<file path="config.mk">
export PLATFORM = sky130hd
export DESIGN_NAME = transfer_tx
export DESIGN_NICKNAME = d
export VERILOG_FILES = /design/src/rtl/kv_cmd_pkg.sv /design/src/rtl/transfer_tx.sv
export SDC_FILE = /design/constraint.sdc
export NUM_CORES = 1
export LEC_CHECK = 0
export BUFFER_PORTS_ARGS = -buffer_cell sky130_fd_sc_hd__buf_4
export CORE_ASPECT_RATIO = 1.2
export CORE_MARGIN = 2
export CORE_UTILIZATION = 49
export DETAILED_ROUTE_END_ITERATION = 12
export GPL_TIMING_DRIVEN = 1
export HOLD_SLACK_MARGIN = 0.05
export PLACE_DENSITY = 0.87
export SETUP_SLACK_MARGIN = 0.15
export SLEW_MARGIN = 20
export SYNTH_ARGS = -nofsm -noshare
export SYNTH_HDL_FRONTEND = slang
export SYNTH_SLANG_ARGS = --single-unit
export TNS_END_PERCENT = 10
</file>
<file path="constraint.sdc">
create_clock -name clk -period 2.45 [get_ports clk]
set_clock_uncertainty 0.2 [all_clocks]
set_input_delay 0.1225 -clock clk [delete_from_list [all_inputs] [get_ports clk]]
set_output_delay 0.1225 -clock clk [all_outputs]
set_load 0.005 [all_outputs]
</file>
<file path="src/rtl/kv_cmd_pkg.sv">
// Definitions shared by the key-value command transmitter and receivers:
// opcodes, frame geometry and the transmitter state type.
package kv_cmd_pkg;

  localparam logic [7:0] OP_GET      = 8'h47;
  localparam logic [7:0] OP_PUT      = 8'h50;
  localparam logic [7:0] OP_TRANSFER = 8'h54;

  localparam int FRAME_LEN = 8;
  localparam int IDX_W     = $clog2(FRAME_LEN);

  typedef logic [IDX_W-1:0] idx_t;

  localparam idx_t LAST_IDX = idx_t'(FRAME_LEN - 1);

  typedef enum logic {
    TX_IDLE = 1'b0,
    TX_SEND = 1'b1
  } tx_state_e;

endpackage

</file>
<file path="src/rtl/transfer_tx.sv">
// Serializes a transfer command into an 8-byte frame:
// opcode, src, dst, amount (MSB first), XOR checksum of the first seven bytes.
module transfer_tx
  import kv_cmd_pkg::*;
#(
  parameter logic [7:0] OPCODE = OP_TRANSFER
) (
  input  logic        clk,
  input  logic        rst,
  input  logic        cmd_valid,
  output logic        cmd_ready,
  input  logic [7:0]  cmd_src,
  input  logic [7:0]  cmd_dst,
  input  logic [31:0] cmd_amount,
  output logic [7:0]  byte_out,
  output logic        byte_valid,
  input  logic        byte_ready,
  output logic        busy,
  output logic [15:0] frame_count,
  output tx_state_e   state
);

  // Handshakes: a transfer happens on a rising edge where valid and ready are
  // both 1; valid never depends on ready, and a presented byte holds until taken.

  tx_state_e   state_q, state_d;
  idx_t        idx_q, idx_d;
  logic [7:0]  src_q, dst_q, csum_q;
  logic [31:0] amount_q;
  logic [15:0] count_q;
  logic        load, done;
  logic [7:0]  csum_d;

  assign csum_d = OPCODE ^ cmd_src ^ cmd_dst ^ cmd_amount[31:24] ^
                  cmd_amount[23:16] ^ cmd_amount[15:8] ^ cmd_amount[7:0];

  always_comb begin
    state_d = state_q;
    idx_d   = idx_q;
    load    = 1'b0;
    done    = 1'b0;
    case (state_q)
      TX_IDLE: begin
        if (cmd_valid) begin
          load    = 1'b1;
          idx_d   = '0;
          state_d = TX_SEND;
        end
      end
      TX_SEND: begin
        if (byte_ready) begin
          if (idx_q == LAST_IDX) begin
            done    = 1'b1;
            idx_d   = '0;
            state_d = TX_IDLE;
          end else begin
            idx_d = idx_q + 1'b1;
          end
        end
      end
      default: state_d = TX_IDLE;
    endcase
  end

  always_ff @(posedge clk) begin
    if (rst) begin
      state_q  <= TX_IDLE;
      idx_q    <= '0;
      src_q    <= '0;
      dst_q    <= '0;
      amount_q <= '0;
      csum_q   <= '0;
      count_q  <= '0;
    end else begin
      state_q <= state_d;
      idx_q   <= idx_d;
      if (load) begin
        src_q    <= cmd_src;
        dst_q    <= cmd_dst;
        amount_q <= cmd_amount;
        csum_q   <= csum_d;
      end
      if (done) count_q <= count_q + 16'd1;
    end
  end

  // The byte mux reads only captured registers, so inputs may change freely mid-frame.
  always_comb begin
    byte_out = '0;
    if (state_q == TX_SEND) begin
      case (idx_q)
        idx_t'(0): byte_out = OPCODE;
        idx_t'(1): byte_out = src_q;
        idx_t'(2): byte_out = dst_q;
        idx_t'(3): byte_out = amount_q[31:24];
        idx_t'(4): byte_out = amount_q[23:16];
        idx_t'(5): byte_out = amount_q[15:8];
        idx_t'(6): byte_out = amount_q[7:0];
        default:   byte_out = csum_q;
      endcase
    end
  end

  assign cmd_ready   = (state_q == TX_IDLE);
  assign byte_valid  = (state_q == TX_SEND);
  assign busy        = (state_q == TX_SEND);
  assign frame_count = count_q;
  assign state       = state_q;

endmodule

</file>
==> results of run 1 <==
[per-stage QoR]
stage | setup TNS, ns | hold slack (ns) | power, mW | area [µm²]
after floorplan | 0 | 0.05846 | 1.610 | 3656
after global placement | 0 | 0.1887 | 1.756 | 4324
after detailed placement | -0.04944 | 0.1947 | 1.772 | 4324
after CTS | 0 | 0.2564 | 2.819 | 5160
after global routing | 0 | 0.2800 | 2.930 | 5176
final | 0 | 0.2553 | 2.824 | 5176
[per-layer routing]
metal  part of all wire (%)  up-vias  wire (µm)  GRT usage, %
met2                     52      152       5444         46.15
met4                    2.4        0        250         9.458
met3                    5.7       25        605         4.941
li1                       -     1788          -             -
met5                      0        -          0             0
met1                     40     1777       4222         29.74
[layout by cell type (no fill, tap or decap), drive strengths merged, types with 11 or more instances in the layout]
cell type	n
dfxtp	76
xnor2	36
buf	92
o21ai	14
dlygate4sd3	57
clkbuf	11
a21oi	58
nand2	113
nor2	22
[critical path, delay by kind of cell, from the launching register on]
kind | cells | cell delay, ns
fa+ha+maj | 1 | 0.20
flops | 1 | 0.38
simple gates | 1 | 0.64
compound gates | 2 | 0.30
buf+inv | 2 | 0.18
[cell type report]
| cell class | count | area (µm²) | share of cell area (%) |
|---|---|---|---|
| sequential | 76 | 1526 | 29.49 |
| multi-input combinational | 334 | 2041 | 39.42 |
| tap | 90 | 112.6 | 2.175 |
| inverter | 7 | 26.28 | 0.5076 |
| clock inverter | 5 | 50.05 | 0.9669 |
| clock buffer | 11 | 151.4 | 2.925 |
| timing repair buffer | 149 | 1269 | 24.51 |
[synthesized netlist by cell type (2+ instances only)]
master and count:
buf_4 2, nor2b_1 4, xnor2_1 36, or3_1 4
xor2_1 5, a211oi_1 5, a22oi_1 2, nand3_1 4
ha_1 7, a21oi_1 58, and3_1 2, buf_2 2
a21o_1 2, a222oi_1 4, nand2_1 113, mux2_2 6
or4_1 2, o21ai_0 14, a31oi_1 7, buf_1 5
inv_1 7, a221o_1 4, a221oi_1 5, xnor3_1 3
nor2_1 22, dfxtp_1 76, nor3_1 5, a22o_1 3
and4_1 2, clkbuf_1 24, nand4_1 3
[power groups by stage]
stage / sequential (mW) / clock, mW / combinational (mW)
final: 1.33 / 0.983 / 0.509
after global routing: 1.34 / 1.04 / 0.550
after CTS: 1.33 / 0.987 / 0.500
after detailed placement: 1.36 / 0 / 0.413
after global placement: 1.36 / 0 / 0.401
after floorplan: 1.35 / 0 / 0.261
[kinds of logic (layout without fill, tap and decap cells)]
logic type,count (synthesis),count (layout)
adders and majority gates,7,7
AOI/OAI and AO/OA,109,109
DFF,76,76
muxes,7,7
buffers and inverters,40,172
and+or+nand+nor,166,167
xor gates and xnor gates,44,44
[worst paths after layout]
kind,from,to,slack [ns]
setup / recovery,idx_q[0]$_SDFFE_PP0P_,byte_out[4],0.09
hold / removal,src_q[7]$_SDFFE_PP0P_,src_q[7]$_SDFFE_PP0P_,0.26
setup reg to reg,idx_q[0]$_SDFFE_PP0P_,frame_count[12]$_SDFFE_PP0P_,0.14
hold reg to reg,src_q[7]$_SDFFE_PP0P_,src_q[7]$_SDFFE_PP0P_,0.26
[what timing repair did]
item	CTS	global route
endpoints found under the hold margin	69	0
hold buffers	57	0
pin swaps	3	0
gates resized for setup	25	3
cloned	1	0
setup endpoints to repair	14	19
[flip-flops by register name (all words and copies together), names as in the netlist]
name / cells
idx_q: 3
amount_q: 32
busy: 1
csum_q: 8
dst_q: 8
frame_count: 16
src_q: 8
==> metrics.yaml, run 1 <==
status:
  status: "finished, final reports clean"
synth:
  synth_top_family_by_area: "simple AND/OR/NAND/NOR gates"
  synth_seq_cells: 76
  synth_top_cell_by_area: "dfxtp_1"
  syn_area_per_cell_um2: 8.137
  ys_warn_count: 0
  syn_area_mm2: 0.003654
  async_reset_ff_share_pct: 0
  synth_mux_area_share_pct: 2.123
  synth-compound-area-share_pct: 18.22
  synth_seq_area_share_pct: 41.64
  ys.flop_type: "dfxtp_1"
  synth_area_leaders: "dfxtp_1, nand2_1, xnor2_1"
  synth_xor_xnor_area_share_pct: 11.68
  synth-edff-count: 0
  syn_nets: 508
  yosysUniqueCellTypes: 42
  netlist_instances: 449
  synth.top_cell.area_share_pct: 41.64
  synthSimpleGateAreaFrac_pct: 19.55
  synthAdderAreaFrac_pct: 2.397
setup_path:
  crit_chain: "inv_1, ha_2, or4_4, o2111ai_2, o211a_1, buf_4"
  cp.required_ns: 2.13
  worstPathMaxFanout: 8
  cpMaxStageDelayCell: "or4_4"
  critPathKind: "reg -> out"
  reg2reg_depth: 6
  end_kind: "output pin"
  crit_arrival_ns: 2.04
  start_kind: "flop"
  critical-path-max-stage-delay_ns: 0.64
clock_tree:
  cts.sinks: 76
  cts_tree: "done"
  cts_inserted_buffers: 9
  clk_latency_ns: 0.34
  root_buffer: "clkbuf_8"
  cts_buffer_depth: 2
  clkSlewWorstSetupHoldPaths_ns: 0.08
  htreeDepth: 3
  post_cts_buffers: 0
sta:
  fin_crit_sh_pct: 96.50
  min_period_ns: 2.364
  finalSetupViolCount: 0
  max_freq_mhz: 423.0
  rsz0062_at_grt: "true"
  hold_viol_final: 0
  slew_headroom_pct: 55.79
  slew_violations: 0
  fin_ws_ns: 0.08587
  tightest_slew_ns: 0.6631
pwr:
  seqPwrFrac_pct: 47.2
  vdd_drop_max_mv: 0.5119
  p_sw_share_pct: 26.10
  clock_power_share_pct: 34.8
  power-per-cell-area_mw_per_mm2: 545.6
  p_sw_uw: 737.1
  power.internal_mw: 2.087
  comb_power_share_pct: 18.0
  leakagePower_nw: 2.087
hold_path:
  hp-class: "reg -> reg"
  holdPathStages: 2
die:
  die_area_mm2: 0.008166
  die_x_um: 82.83
  fp.coreArea_mm2: 0.007232
  die_h_um: 98.59
  ioPinCount: 80
  start_util_pct: 50.52
  rows: 34
cells_and_area:
  fill_cells: 557
  utilization_pct: 71.57
  insertedDiodeCount: 0
  nNetsFinal: 636
  instances_no_fill: 672
  area_delta_synth_final_pct: 41.68
  drive_gt1_share_pct: 23.02
route:
  postRouteAntennaNets: 0
  drt_iter0_markers: 301
  via_per_inst: 5.568
  wl_per_cell_um: 15.66
  via_count: 3742
  drt_wl_total_um: 10520
  drc: 0
  firstDrtPassIters: 5
placement:
  dp_worst_setup_slack_ns: -0.02858
  placed_cells: 598
  dp_hpwl_um: 6365
  gp_congestion: 0.8599
  io_buffers: 79
global_routing:
  antenna_found_initial: 0
  grt_max_degree: 52
  grt_pass1_wl_um: 16950
  overflow: 0
  first_global_vias: 3670
  grt_usage_pct: 25.47
flow_run:
  maxCapViolations: 0
Note: power is estimated with default switching activity, not from simulation.
==> run 2, diff against run 1 <==
--- a/config.mk
+++ b/config.mk
@@ -9,11 +9,13 @@
 export CORE_ASPECT_RATIO = 1.2
 export CORE_MARGIN = 2
 export CORE_UTILIZATION = 49
+export CTS_CLUSTER_SIZE = 14
 export DETAILED_ROUTE_END_ITERATION = 12
 export GPL_TIMING_DRIVEN = 1
 export HOLD_SLACK_MARGIN = 0.05
 export PLACE_DENSITY = 0.87
-export SETUP_SLACK_MARGIN = 0.15
+export SETUP_SLACK_MARGIN = 0.02
+export SKIP_CTS_REPAIR_TIMING = 1
 export SLEW_MARGIN = 20
 export SYNTH_ARGS = -nofsm -noshare
 export SYNTH_HDL_FRONTEND = slang
==> run 2 against run 1 <==
Net effect: the flow now finishes with violations (setup timing); largest cell class unchanged; worst setup slack got worse by 0.093 ns; die area is the same; fmax is 3.8% lower; critical path type unchanged; count of clock-buffer cells in the layout fell by 2.
==> metrics.yaml, run 2 (synthesized netlist as in run 1, its figures left out) <==
route:
  postRouteAntennaNets: 0
  drc: 0
  drt_wl_total_um: 10300
  firstDrtPassIters: 5
  wl_per_cell_um: 15.47
  via_count: 3743
  drt_iter0_markers: 302
  via_per_inst: 5.620
pwr:
  clock_power_share_pct: 36.9
  seqPwrFrac_pct: 45.8
  leakagePower_nw: 2.051
  p_sw_share_pct: 26.33
  comb_power_share_pct: 17.3
  p_sw_uw: 766.3
  power-per-cell-area_mw_per_mm2: 566.3
  power.internal_mw: 2.144
  vdd_drop_max_mv: 0.3548
clock_tree:
  clkSlewWorstSetupHoldPaths_ns: 0.08
  cts_inserted_buffers: 9
  cts_tree: "done"
  htreeDepth: 3
  cts_buffer_depth: 2
  cts.sinks: 76
  root_buffer: "clkbuf_8"
  clk_latency_ns: 0.36
cells_and_area:
  largest_reg_flops: 32
  design_area_mm2: 0.005139
  insertedDiodeCount: 0
  final_cell_mix: "nand2_1, buf_4, dfxtp_1"
  layout_commonest_cell: "nand2_1"
  max_flop_register: "amount_q"
  nNetsFinal: 630
  area_delta_synth_final_pct: 40.65
  fill_cells: 529
  instances_no_fill: 666
  drive_gt1_share_pct: 22.57
die:
  start_util_pct: 50.52
  fp.coreArea_mm2: 0.007232
  die_area_mm2: 0.008166
  die_x_um: 82.83
  rows: 34
  ioPinCount: 80
  die_h_um: 98.59
hold_path:
  min_from: "amount_q[13]$_SDFFE_PP0P_"
  hold_end: "amount_q[13]$_SDFFE_PP0P_"
  hp-class: "reg -> reg"
  holdPathStages: 2
placement:
  dp_worst_setup_slack_ns: 0.07225
  gp_congestion: 0.8858
  placed_cells: 598
  dpl_cell_area_mm2: 0.004337
  io_buffers: 79
  dp_hpwl_um: 6519
setup_path:
  crit_arrival_ns: 2.13
  r2r-start: "idx_q[0]$_SDFFE_PP0P_"
  cp.required_ns: 2.13
  end_kind: "output pin"
  reg2reg_depth: 6
  worstPathMaxFanout: 5
  start_kind: "flop"
  cpMaxStageDelayCell: "or4_4"
  critical-path-max-stage-delay_ns: 0.47
  crit_chain: "ha_2, ha_2, or4_4, clkbuf_16, a31oi_1, buf_4"
  r2r_setup_slack_ns: 0.10
  crit_top_cell: "ha_2"
  r2r-end: "frame_count[15]$_SDFFE_PP0P_"
  critPathKind: "reg -> out"
sta:
  tns_ns: -0.006759
  tightest_slew_ns: 0.5139
  max_freq_mhz: 407.0
  slew_headroom_pct: 65.74
  slew_violations: 0
  min_period_ns: 2.457
  finalSetupViolCount: 1
  holdWs_ns: 0.2551
  fin_ws_ns: -0.006759
  rsz0062_at_grt: "true"
  fin_crit_sh_pct: 100.3
  hold_viol_final: 0
global_routing:
  grt_max_degree: 52
  antenna_found_initial: 0
  grt_usage_pct: 23.02
  grt_pass1_wl_um: 15440
  first_global_vias: 3382
  overflow: 0
flow_run:
  maxCapViolations: 0
status:
  status: "finished with violations"
  violations: "setup timing"
==> run 2: cell count changes in the layout (fill, tap and decap cells not counted), sizes merged <==
cell | before | now
clkinvlp | 0 | 3
clkbuf | 11 | 10
clkinv | 4 | 1
dlygate4sd3 | 57 | 51
or4 | 3 | 2
inv | 7 | 8
bufinv | 1 | 2
==> run 2: power by group through the flow <==
| stage | Sequential [mW] | Clock (mW) | Combinational (mW) |
|---|---|---|---|
| 2_1_floorplan | 1.35 | 0 | 0.261 |
| 3_3_place_gp | 1.36 | 0 | 0.403 |
| 3_5_place_dp | 1.36 | 0 | 0.417 |
| 4_1_cts | 1.33 | 1.08 | 0.419 |
| 5_1_grt | 1.34 | 1.13 | 0.547 |
| 6_report | 1.33 | 1.07 | 0.505 |
==> run 2: how the worst max path moves through the flow <==
stage / from / to / slack, ns
floorplan: idx_q[2]$_SDFFE_PP0P_ / byte_out[4] / 0.03
global placement: idx_q[0]$_SDFFE_PP0P_ / frame_count[14]$_SDFFE_PP0P_ / 0.19
detailed placement: idx_q[0]$_SDFFE_PP0P_ / frame_count[12]$_SDFFE_PP0P_ / 0.07
CTS: idx_q[0]$_SDFFE_PP0P_ / byte_out[1] / -0.17
global route: idx_q[0]$_SDFFE_PP0P_ / byte_out[7] / -0.08
finish: idx_q[0]$_SDFFE_PP0P_ / byte_out[7] / -0.007
==> run 2: final cells by class <==
type                    instances  area, µm²  share of cell area [%]
multi-input cells             333       1998                   38.88
flip-flops and latches         76       1528                   29.73
repair buffers                144       1250                   24.32
clock buffers                   9      123.9                   2.411
well taps                      90      112.6                   2.191
clock inverters                 7      100.1                   1.948
inverters                       7      26.28                  0.5113
==> run 2: layer usage <==
| metal | vias up | track usage [%] | share of wire [%] |
|---|---|---|---|
| li1 | 1776 | - | - |
| met1 | 1759 | 27.54 | 38 |
| met2 | 181 | 39.08 | 52 |
| met3 | 27 | 3.685 | 7.4 |
| met4 | 0 | 13.49 | 2.9 |
| met5 | - | 0 | 0 |
==> run 2: worst max-delay path, delay by kind of cell, from the launching register on <==
kind            cells  cell delay [ns]
fa+ha+maj           2             0.39
buf+inv             2             0.35
flops               1             0.37
compound gates      1             0.20
simple gates        1             0.47
==> run 2: through the flow <==
stage	power, mW	utilization (%)
floorplan	1.610	-
global placement	1.758	59.97
detailed placement	1.776	59.97
CTS	2.834	63.06
global route	3.018	71.06
finish	2.910	71.06
